`config.mk`:
```
export PLATFORM = sky130hd
export DESIGN_NAME = if_weight_loader
export DESIGN_NICKNAME = d
export VERILOG_FILES = /design/src/rtl/if_weight_loader.sv
export SDC_FILE = /design/constraint.sdc
export NUM_CORES = 1
export LEC_CHECK = 0
export CAP_MARGIN = 40
export CORE_AREA = 2 2 133 135
export CTS_CLUSTER_DIAMETER = 150
export DETAILED_ROUTE_END_ITERATION = 7
export DIE_AREA = 0 0 135 137
export MAX_ROUTING_LAYER = met4
export PLACE_DENSITY = 0.74
export SLEW_MARGIN = 5
export SYNTH_ARGS = -nofsm -noshare
export SYNTH_HDL_FRONTEND = slang
export SYNTH_SLANG_ARGS = --single-unit
```
`constraint.sdc`:
```
create_clock -name clk -period 5 [get_ports clk]
set_input_delay 1.5 -clock clk [delete_from_list [all_inputs] [get_ports clk]]
set_output_delay 1.5 -clock clk [all_outputs]
set_load 0.03 [all_outputs]
```
`src/rtl/if_weight_loader.sv`:
```
`default_nettype none
// ============================================================================
//  Module   : if_weight_loader
//  Brief    : Streams a valid/ready burst of weights into consecutive word
//             addresses of one IF-network layer through the network's
//             mem_addr/mem_din/mem_wen/mem_dout port.
//             Optional read-back checking is built when the macro
//             IF_WEIGHT_LOADER_VERIFY_EN is defined: the burst is re-read and
//             an XOR checksum of the read data is compared with the written one.
//             READ_LATENCY must be at least 1.
//  Revision : 1.0  initial release
// ============================================================================
module if_weight_loader #(
    parameter int WEIGHT_SIZE      = 32,
    parameter int LAYER_ADDR_WIDTH = 28,
    parameter int CNT_WIDTH        = 16,
    parameter int READ_LATENCY     = 1
) (
    input  logic                        clk,
    input  logic                        rst,
    input  logic                        start,
    input  logic [3:0]                  layer_sel,
    input  logic [LAYER_ADDR_WIDTH-1:0] base_addr,
    input  logic [CNT_WIDTH-1:0]        count,
    input  logic                        s_valid,
    input  logic [WEIGHT_SIZE-1:0]      s_data,
    output logic                        s_ready,
    output logic [31:0]                 mem_addr,
    output logic [WEIGHT_SIZE-1:0]      mem_din,
    output logic                        mem_wen,
    input  logic [WEIGHT_SIZE-1:0]      mem_dout,
    output logic                        busy,
    output logic                        done,
    output logic                        verify_err
);

    typedef enum logic [1:0] {
        S_IDLE   = 2'd0,
        S_WRITE  = 2'd1,
`ifdef IF_WEIGHT_LOADER_VERIFY_EN
        S_VERIFY = 2'd2,
`endif
        S_DONE   = 2'd3
    } state_t;

`ifdef IF_WEIGHT_LOADER_VERIFY_EN
    localparam state_t c_POST_WRITE = S_VERIFY;
`else
    localparam state_t c_POST_WRITE = S_DONE;
`endif

    localparam logic [CNT_WIDTH-1:0] c_CNT_ONE = CNT_WIDTH'(1);

    state_t                      r_state;
    state_t                      w_next;

    logic [3:0]                  r_layer;
    logic [LAYER_ADDR_WIDTH-1:0] r_base;
    logic [CNT_WIDTH-1:0]        r_count;
    logic [CNT_WIDTH-1:0]        r_idx;

    logic                        r_s_ready;
    logic                        r_mem_wen;
    logic                        r_busy;
    logic                        r_done;
    logic [31:0]                 r_mem_addr;
    logic [WEIGHT_SIZE-1:0]      r_mem_din;

    logic                        w_start_acc;
    logic                        w_beat;
    logic                        w_last_beat;
    logic [LAYER_ADDR_WIDTH-1:0] w_wr_off;
    logic [31:0]                 w_wr_addr;

    // Start is only honoured in IDLE; a start during a burst is dropped.
    assign w_start_acc = (r_state == S_IDLE) && start;
    assign w_beat      = (r_state == S_WRITE) && r_s_ready && s_valid;
    assign w_last_beat = w_beat && (r_idx == (r_count - c_CNT_ONE));

    // In-layer offset wraps modulo 2^LAYER_ADDR_WIDTH and never reaches the layer field.
    assign w_wr_off  = r_base + LAYER_ADDR_WIDTH'(r_idx);
    assign w_wr_addr = 32'({r_layer, w_wr_off});

`ifdef IF_WEIGHT_LOADER_VERIFY_EN
    logic [WEIGHT_SIZE-1:0]      r_wr_xor;
    logic [WEIGHT_SIZE-1:0]      r_rd_xor;
    logic [CNT_WIDTH-1:0]        r_vidx;
    logic [READ_LATENCY:0]       r_rd_vld;
    logic [READ_LATENCY:0]       r_rd_tag;
    logic                        r_verify_err;
    logic                        w_issue;
    logic                        w_issue_last;
    logic                        w_cap;
    logic                        w_cap_last;
    logic                        w_rd_last_pend;
    logic [LAYER_ADDR_WIDTH-1:0] w_rd_off;
    logic [31:0]                 w_rd_addr;

    // Read addresses are issued back to back; the tag marks the final one so the
    // FSM can leave VERIFY exactly when the last read data is about to arrive.
    assign w_issue        = (r_state == S_VERIFY) && (r_vidx != r_count);
    assign w_issue_last   = w_issue && (r_vidx == (r_count - c_CNT_ONE));
    assign w_cap          = r_rd_vld[READ_LATENCY];
    assign w_cap_last     = r_rd_tag[READ_LATENCY];
    assign w_rd_last_pend = r_rd_tag[READ_LATENCY-1];
    assign w_rd_off       = r_base + LAYER_ADDR_WIDTH'(r_vidx);
    assign w_rd_addr      = 32'({r_layer, w_rd_off});

    // Checksums, read-issue index, read-data alignment pipe and the sticky error flag.
    always_ff @(posedge clk or negedge rst) begin
        if (!rst) begin
            r_wr_xor     <= '0;
            r_rd_xor     <= '0;
            r_vidx       <= '0;
            r_rd_vld     <= '0;
            r_rd_tag     <= '0;
            r_verify_err <= 1'b0;
        end else begin
            r_rd_vld <= {r_rd_vld[READ_LATENCY-1:0], w_issue};
            r_rd_tag <= {r_rd_tag[READ_LATENCY-1:0], w_issue_last};
            if (w_start_acc) begin
                r_wr_xor     <= '0;
                r_rd_xor     <= '0;
                r_vidx       <= '0;
                r_verify_err <= 1'b0;
            end else begin
                if (w_beat) begin
                    r_wr_xor <= r_wr_xor ^ s_data;
                end
                if (w_issue) begin
                    r_vidx <= r_vidx + c_CNT_ONE;
                end
                if (w_cap) begin
                    r_rd_xor <= r_rd_xor ^ mem_dout;
                end
                if (w_cap_last) begin
                    r_verify_err <= ((r_rd_xor ^ mem_dout) != r_wr_xor);
                end
            end
        end
    end

    assign verify_err = r_verify_err;
`else
    logic w_unused_sink;
    assign w_unused_sink = ^{mem_dout, READ_LATENCY[0]};
    assign verify_err    = 1'b0;
`endif

    // Next-state decode.
    always_comb begin
        w_next = r_state;
        case (r_state)
            S_IDLE: begin
                if (start) begin
                    w_next = (count == '0) ? S_DONE : S_WRITE;
                end
            end
            S_WRITE: begin
                if (w_last_beat) begin
                    w_next = c_POST_WRITE;
                end
            end
`ifdef IF_WEIGHT_LOADER_VERIFY_EN
            S_VERIFY: begin
                if (w_rd_last_pend) begin
                    w_next = S_DONE;
                end
            end
`endif
            S_DONE: begin
                w_next = S_IDLE;
            end
            default: begin
                w_next = S_IDLE;
            end
        endcase
    end

    // State register plus the status outputs derived from the next state.
    always_ff @(posedge clk or negedge rst) begin
        if (!rst) begin
            r_state   <= S_IDLE;
            r_busy    <= 1'b0;
            r_s_ready <= 1'b0;
            r_done    <= 1'b0;
        end else begin
            r_state   <= w_next;
            r_busy    <= (w_next != S_IDLE);
            r_s_ready <= (w_next == S_WRITE);
            r_done    <= (r_state == S_DONE);
        end
    end

    // Burst descriptor capture and write index.
    always_ff @(posedge clk or negedge rst) begin
        if (!rst) begin
            r_layer <= '0;
            r_base  <= '0;
            r_count <= '0;
            r_idx   <= '0;
        end else if (w_start_acc) begin
            r_layer <= layer_sel;
            r_base  <= base_addr;
            r_count <= count;
            r_idx   <= '0;
        end else if (w_beat) begin
            r_idx   <= r_idx + c_CNT_ONE;
        end
    end

    // Memory port: one registered write per accepted beat, reads during VERIFY.
    always_ff @(posedge clk or negedge rst) begin
        if (!rst) begin
            r_mem_addr <= '0;
            r_mem_din  <= '0;
            r_mem_wen  <= 1'b0;
        end else begin
            r_mem_wen <= w_beat;
            if (w_beat) begin
                r_mem_addr <= w_wr_addr;
                r_mem_din  <= s_data;
            end
`ifdef IF_WEIGHT_LOADER_VERIFY_EN
            else if (w_issue) begin
                r_mem_addr <= w_rd_addr;
            end
`endif
        end
    end

    assign s_ready  = r_s_ready;
    assign mem_addr = r_mem_addr;
    assign mem_din  = r_mem_din;
    assign mem_wen  = r_mem_wen;
    assign busy     = r_busy;
    assign done     = r_done;

endmodule
`default_nettype wire

```
### After elaboration in Yosys (flattened, before gate mapping)

Index checks and enable logic that the tools add are counted.

| operators by class | value |
|---|---|
| $add $sub $neg | 3 |
| equality and inequality tests | 4 |
| mux-type cells | 6 |
| reductions and logical operators | 8 |

Operators by type and width:

| operator | number |
|---|---|
| 2-to-1 mux 16 bit | 2 |
| adder 28 x 16 -> 28 bit | 1 |
| adder 16 x 1 -> 16 bit (second input constant) | 1 |
| == test 16 bit | 1 |
| logical NOT 16 bit | 1 |
| subtractor 16 x 1 -> 16 bit (second input constant) | 1 |
| 2-to-1 mux 2 bit | 3 |
| == test 2 x 1 -> 1 bit (second input constant) | 2 |
| logical AND 1 bit | 4 |
| case mux 2 bit (2 select lines) | 1 |
| nonzero test 2 bit | 2 |
| == test 2 bit (second input constant) | 1 |
| logical NOT 2 bit | 1 |

| storage, ports and cells | value |
|---|---|
| register bits after elaboration | 134 |
| input bits | 116 |

### Logic depth before layout (Yosys ltp)

Gate-level depths: netlist of the first run.

| depth | value |
|---|---|
| word-level depth | 7 |
| gate-level depth with buffers | 10 |

### Least setup slack after synthesis of the first run

No wires, ideal clock.

| timing path | value |
|---|---|
| path kind | input to register |
| from | in start |
| to | reg r_base[16] |
| arrival time | 2.617 ns |
| required time | 4.867 ns |
| slack | 2.250 ns |
| stages | 4 |
| buffers on the path | 2 |
| cell sequence | nor3b_1 > clkbuf_1 > clkbuf_1 > o21ai_0 |

| between the ends | value |
|---|---|
| word-level cells in the longest chain between the ends | 1 |

Ends and longest elaborated chain:

| what | line | text |
|---|---|---|
| start, declared | 21 | `input logic start,` |
| logical AND 1 bit | 76 | `assign w_start_acc = (r_state == S_IDLE) && start;` |
| end signal, assigned | 204 | `r_base <= base_addr;` |
| end, declared | 58 | `logic [LAYER_ADDR_WIDTH-1:0] r_base;` |

Every way passes these cells.
A chain may end at the register's enable or synchronous reset.

### Final worst setup path of the first run

| timing path | value |
|---|---|
| from | in s_valid |
| to | reg r_s_ready (netlist: s_ready) |

| between the ends | value |
|---|---|
| word-level cells in the longest chain between the ends | 5 |

Ends and longest elaborated chain:

| what | line | text |
|---|---|---|
| start, declared | 25 | `input logic s_valid,` |
| logical AND 1 bit | 77 | `assign w_beat = (r_state == S_WRITE) && r_s_ready && s_valid;` |
| logical AND 1 bit | 78 | `assign w_last_beat = w_beat && (r_idx == (r_count - c_CNT_ONE));` |
| 2-to-1 mux 2 bit | 160 | `if (w_last_beat) begin` |
| case mux 2 bit (2 select lines) | 153 | `case (r_state)` |
| named net w_next[1] | 55 | `state_t w_next;` |
| == test 2 x 1 -> 1 bit | 190 | `r_s_ready <= (w_next == S_WRITE);` |
| end signal, assigned | 190 |  |
| end, declared | 62 | `logic r_s_ready;` |

The timed path passes the listed nets, and every way through them passes these cells.

==> key figures, run 1 <==
CTS
  – Hold-fix buffers at CTS: 0
  – Reg clk slew, reported paths: approximately 60 ps
  – Setup Fix Bufs, Post-CTS: 0
  – CTS buffer count: 17
  – Post-cts sizing count: 0
  – Clock sink count: between 100 and 150
  – Clock buffer depth: 2
  – H-tree levels: 4
  – CTS tree: yes
  – Clk_lat worst skew: roughly 420 ps
  – Clk root buf: clkbuf_16

Logic synthesis
  – Post-Synthesis Net Count: 826
  – Leading area contributor after synthesis: dfrtp_1
  – Post-synthesis cell type count: between 50 and 60
  – Sequential area share after synthesis: 0.497
  – YS warnings: 0
  – Async SR Flop Fraction: 1.00
  – EDFF count, synth: 0
  – XOR/XNOR Fraction of Synth Area: 0.0805
  – Mapped Avg Cell Area: 9.76 µm²
  – Post-Synth Simple-Gate Area: 0.201
  – Post-Syn Instances: between 600 and 700
  – Synthesized area: between 6000 and 7000 µm²
  – Post-synthesis mux area share: 0.0796
  – Main synth FF type: dfrtp_1
  – Share of the synthesized area in the top cell type: 0.497
  – Most frequent cell after synthesis: nand2_1
  – Yosys reg bits: ~130
  – Largest family of logic cells by synthesized area: simple AND/OR/NAND/NOR gates
  – Top post-synthesis cells by area: dfrtp_1 50%, nand2_1 9.3%, mux2_2 7.3%
  – Synth Area in Adders: 0.0364
  – Post-synthesis compound-gate area fraction: 0.0796
  – List of most frequent post-synthesis cells: 168 x nand2_1, 134 x dfrtp_1, 47 x o21ai_0, 44 x mux2_2, 33 x xnor2_1

Cells and area
  – Share of cells above drive strength 1: 0.113
  – Footprint of the multi-input gates: ~3200 µm²
  – Ant. Diodes: 0
  – Synth-to-Final Area Change: 35.1%
  – Nets: 970
  – Sequential cell area: 3350 µm²
  – Core Util, Final: 0.534
  – Fillers: between 1500 and 2000

Routing
  – DRC viols: 0
  – Antenna Violating Nets Remaining: 0
  – Number of vias per cell: a little under 5
  – Routed wire length: 16000 µm
  – Detailed Route Iter0 Violations: roughly 240
  – Drt pass-1 iters: 4
  – Via count: ~5300
  – Avg WL per Cell: between 10 and 15 µm

GRT
  – GRT Total Usage: 0.184
  – Largest net degree at the start of global routing: 83
  – Antenna violations before repair: 0
  – First-pass GRT wire length: about 26000 µm
  – Grt ovf: 0
  – Number of global-route vias before repair: slightly above 5000

Worst setup path
  – Crit path largest cell delay: ~460 ps
  – Startpoint Class: input pin
  – Crit path DAT: ~3500 ps
  – CP Buf/Inv Count: 2
  – Cell depth of the worst flop-to-flop path: 11
  – Slowest-stage cell, CP: clkdlybuf4s50_1
  – Cell family contributing the most delay on the critical path: buffers and inverters
  – Max FO, Critical Path: 14
  – Setup slack, reg-to-reg: 2080 ps
  – Critical path type: in2reg
  – Crit end category: register
  – Critical path cell sequence: clkdlybuf4s50_1 -> nand4b_1 -> inv_2 -> nand4_1 -> nor3_1 -> o2111ai_1 -> o41ai_2 -> nor3_2
  – CP Depth: 8
  – Worst path required time: 5300 ps

Timing
  – Fin crit period: 3150 ps
  – Final Skew: ~11 ps
  – Endpoints failing hold: 0
  – Slew headroom: 0.548
  – Setup TNS Final: 0 ps
  – Final setup fails: 0
  – Least-Margin Pin Slew: a little under 700 ps
  – Tcrit/Tclk final: 0.630
  – RSZ-0062 raised after global routing: no
  – Fmax: roughly 320 MHz
  – Fin. max-slew vios: 0

Run
  – Max-cap viol count: 0

Power and ir drop
  – Peak VDD IR: ~0.00024 V
  – Net Sw Power: 1.12 mW
  – Overall power: roughly 3.6 mW
  – Switching Fraction: 0.310
  – Sequential power share: 0.385
  – P_int: 2.49 mW
  – Combinational Power Share: 0.256
  – PwrDens: 396 nW/µm²
  – Pleak: a little under 4 nW
  – Clock power frac: 0.358

Place
  – I/O Buffers: between 150 and 200
  – Routability Congestion: roughly 0.86
  – Hpwl dp: roughly 12000 µm

Die
  – Core Rows: between 40 and 50
  – Starting Density: 0.396
  – Chip height: ~140 µm
  – I/O pin cnt: 185
  – Chip Width: ~140 µm
  – Die area: 18500 µm²
  – Core Footprint: roughly 17000 µm²

Hold path
  – Hold Crit Depth: 2
  – Hold Path Class: reg2reg

Outcome
  – Run status: finished, final reports clean
[power groups by stage]
stage	Clock (mW)	Combinational [mW]	Sequential, mW
floorplan	0	0.418	1.53
global placement	0	0.911	1.40
detailed placement	0	0.932	1.41
CTS	1.32	0.937	1.39
global route	1.37	1.01	1.41
finish	1.29	0.925	1.39
[through the flow]
stage | cells | instance area (µm²) | setup WS (ps) | hold slack, ps
final | 1073 | 9110 | 1850 | 466
after global routing | 1073 | 9110 | 1680 | 490
after CTS | 1073 | 9110 | 1810 | 473
after detailed placement | 1041 | 8490 | 1360 | 455
after global placement | 1039 | 8460 | 1400 | 443
after floorplan | 691 | 6750 | 2250 | 435
[worst reg2reg max path: cells and delay by family, from the launching register on]
family                     cells  cell delay (ps)
AOI/OAI and AO/OA              5             1080
adders and majority gates      2              630
DFF                            1              460
buffers and inverters          2              310
and+or+nand+nor                1              180
xor gates and xnor gates       1              180
[placed cells by master (no fill, tap or decap), drive strengths merged, types with 3 or more instances in the layout]
cell type / instances
or2: 3
and3: 8
nor3: 8
nor4: 11
a21oi: 22
clkinv: 5
o2111ai: 3
nor3b: 4
or4: 3
xnor2: 33
clkinvlp: 3
nor2: 30
mux2i: 3
clkbuf: 20
dfrtp: 134
and2: 3
o211ai: 3
buf: 8
inv: 12
or3: 5
o21ai: 47
a31oi: 4
ha: 18
nand3: 24
clkdlybuf4s50: 150
nor2b: 4
xor2: 29
bufinv: 3
nand2: 168
mux2: 45
nand2b: 4
nand4: 10
[kinds of logic (layout without fill, tap and decap cells)]
kind of cell	count (synthesis)	count (layout)
xor gates and xnor gates	62	62
and+or+nand+nor	291	291
other	1	1
DFF	134	134
muxes	48	48
AOI/OAI and AO/OA	92	92
buffers and inverters	44	201
adders and majority gates	19	19
[path summary, 6_finish.rpt]
path | to | from
min in group asynchronous | mem_din[29] | rst
worst max register to register | mem_addr[22] | r_idx[0]
max in group asynchronous | mem_addr[9] | rst
worst min-delay path | mem_addr[30] | r_layer[2]
worst min register to register | mem_addr[30] | r_layer[2]
worst max-delay path | s_ready | s_valid
[flip-flops by register name, indices dropped and copies added, names as in the netlist]
register and count:
busy 1, done 1, mem_addr 32, mem_din 32, mem_wen 1, r_base 28
r_count 16, r_idx 16, r_layer 4, r_state 2, s_ready 1
[metal layers]
metal,vias up,global-route usage,routed length (µm)
met5,-,-,0
met4,0,0.0747,238
met3,23,0.0381,547
met2,100,0.295,8140
met1,2533,0.229,7040
li1,2650,-,-
[final cells by class]
| class | count | area share |
|---|---|---|
| repair buffers | 158 | 0.175 |
| well taps | 225 | 0.0309 |
| clock inverters | 12 | 0.0165 |
| clock buffers | 20 | 0.0512 |
| flip-flops and latches | 134 | 0.368 |
| inverters | 11 | 0.00453 |
| multi-input cells | 513 | 0.354 |
Note: power is estimated with default switching activity, not from simulation.
==> inputs of run 2 (changes only) <==
Settings changed: PLACE_DENSITY 0.74 to 0.76.
Clock period 5 ns to 2.84 ns, I/O delays scaled along.
==> run 2 against run 1 <==
Hold slack worse by 110 ps. Clock skew fell by 5.1 ps. Global-route usage increased by 0.31 points. Non-clock buffer count increased by 15. Setup slack worse by 1700 ps. Sequential share of layout area is 0.33 points lower. Via count is 2.6% higher. Final cell count is 1.2% higher. Die area stayed put. Sequential power grew 75%. Cell area rose by 0.91%. Register-to-register slack worse by 1900 ps. Critical path type is now reg2reg.
==> key figures, run 2 (same netlist as run 1, synthesis figures left out) <==
Timing
  – RSZ-0062 raised after global routing: no
  – Final Skew: 6.08 ps (-5.05 ps)
  – Tcrit/Tclk final: 0.939
  – Fin. max-slew vios: 0 (unchanged)
  – Setup ws final: 174 ps (-1680 ps)
  – Endpoints failing hold: 0 (unchanged)
  – Fin crit period: 2670 ps
  – Setup TNS Final: 0 ps (unchanged)
  – Fmax: 375 MHz
  – Final setup fails: 0 (unchanged)

Place
  – Routability Congestion: 0.918 (+7.2%)
  – I/O Buffers: 151 (unchanged)
  – Hpwl dp: 11900 µm (+1.7%)
  – Pre-CTS setup slack: -65.1 ps (-1430 ps)
  – DP Cell Count: 1056 (+1.4%)

Power and ir drop
  – Peak VDD IR: 0.000411 V (+73%)
  – PwrDens: 680 nW/µm² (+72%)
  – Pleak: 4.02 nW (+1.7%)

Die
  – Die area: 18500 µm² (unchanged)
  – Core Rows: 48 (unchanged)
  – Starting Density: 0.396 (unchanged)
  – Core Footprint: 17100 µm² (unchanged)
  – I/O pin cnt: 185 (unchanged)
  – Chip height: 137 µm (unchanged)
  – Chip Width: 135 µm (unchanged)

Cells and area
  – Footprint of the multi-input gates: 3230 µm² (+0.19%)
  – Core Util, Final: 0.539 (+0.00484)
  – Most frequent cells in the layout: 168 x nand2_1, 150 x clkdlybuf4s50_1, 134 x dfrtp_1
  – Synth-to-Final Area Change: 36.3%
  – Ant. Diodes: 0 (unchanged)
  – Cell Count, Final, Fillers Out: 1086 (+1.2%)
  – Leading cell type in the layout, fill and taps excluded: nand2_1
  – Nets: 985 (+1.5%)
  – Sequential cell area: 3350 µm² (unchanged)
  – Fillers: 1511 (-2.8%)
  – Share of cells above drive strength 1: 0.129 (+0.0157)

CTS
  – CTS tree: yes
  – Reg clk slew, reported paths: 60 ps (about the same)
  – Clk_lat worst skew: 420 ps (about the same)
  – Hold-fix buffers at CTS: 0 (unchanged)
  – Clock buffer depth: 2 (unchanged)
  – H-tree levels: 4 (unchanged)
  – Clk root buf: clkbuf_16
  – Setup Fix Bufs, Post-CTS: 0 (unchanged)
  – Clock sink count: 134 (unchanged)
  – Post-cts sizing count: 0 (unchanged)
  – CTS buffer count: 17 (unchanged)

Run
  – Max-cap viol count: 0 (unchanged)

Routing
  – Avg WL per Cell: 14.9 µm (about the same)
  – Drt pass-1 iters: 5 (+1)
  – Detailed Route Iter0 Violations: 315 (+29%)
  – Routed wire length: 16200 µm (+1.2%)
  – DRC viols: 0 (unchanged)
  – Number of vias per cell: 5.01 (+1.4%)
  – Via count: 5446 (+2.6%)
  – Antenna Violating Nets Remaining: 0 (unchanged)

GRT
  – Antenna violations before repair: 0 (unchanged)
  – Number of global-route vias before repair: 5267 (+2.0%)
  – Largest net degree at the start of global routing: 94 (+13%)
  – Grt ovf: 0 (unchanged)
  – First-pass GRT wire length: 26500 µm (+2.3%)
  – GRT Total Usage: 0.187 (+0.00313)

Worst setup path
  – Max FO, Critical Path: 4 (-10)
  – Crit end category: register
  – Critical path type: reg2reg
  – Startpoint Class: register
  – Worst path required time: 3180 ps (-2120 ps)
  – Crit path DAT: 3000 ps (-450 ps)

Hold path
  – Hold Path Class: in2async

Outcome
  – Run status: finished, final reports clean
## run 2: path summary, 6_finish.rpt
| path | startpoint | endpoint | slack, ps | cells past startpoint |
|---|---|---|---|---|
| min in group clk | r_layer[0] | mem_addr[28] | 460 | 2 |
| max in group asynchronous | rst | mem_addr[24] | 1820 | 2 |
| min | rst | mem_addr[28] | 360 | 1 |
| min reg2reg | r_layer[0] | mem_addr[28] | 460 | 2 |
| max reg2reg | r_idx[0] | mem_addr[26] | 170 | 11 |
| max | r_idx[0] | mem_addr[26] | 170 | 11 |
## run 2: final cells by class
cell class	count	share of cell area
multi-input combinational	513	0.351
sequential	134	0.365
tap	225	0.0306
clock inverter	10	0.0114
timing repair buffer	173	0.187
clock buffer	20	0.0508
inverter	11	0.00449
## run 2: stage by stage
step	hold slack, ps	power (mW)	cell area, µm²
finish	359	6.25	9190
global placement	441	4.12	8620
floorplan	435	3.43	6750
global route	376	6.60	9190
detailed placement	446	4.17	8620
CTS	358	6.32	9190
## run 2: worst max-delay path, cell delays in order, from the launching register on
cell and delay [ps]:
dfrtp_1 360, ha_1 180, inv_1 60, fa_1 410, nor2b_1 200, o211ai_1 120, a31o_2 280, o311ai_0 310
buf_4 210, o2111ai_1 140, xor2_1 180, o21ai_0 140
## run 2: routing by layer
layer | track usage | wire length, µm | share of wire
met5 | - | 0 | 0
met2 | 0.298 | 8160 | 0.51
met3 | 0.0400 | 587 | 0.036
met4 | 0.0689 | 269 | 0.017
met1 | 0.236 | 7130 | 0.44
## run 2: report_power, final
group	switching, mW	internal [mW]	leakage (nW)
logic	0.919	0.782	2.07
clock network	0.782	1.34	0.283
registers	0.243	2.18	1.66
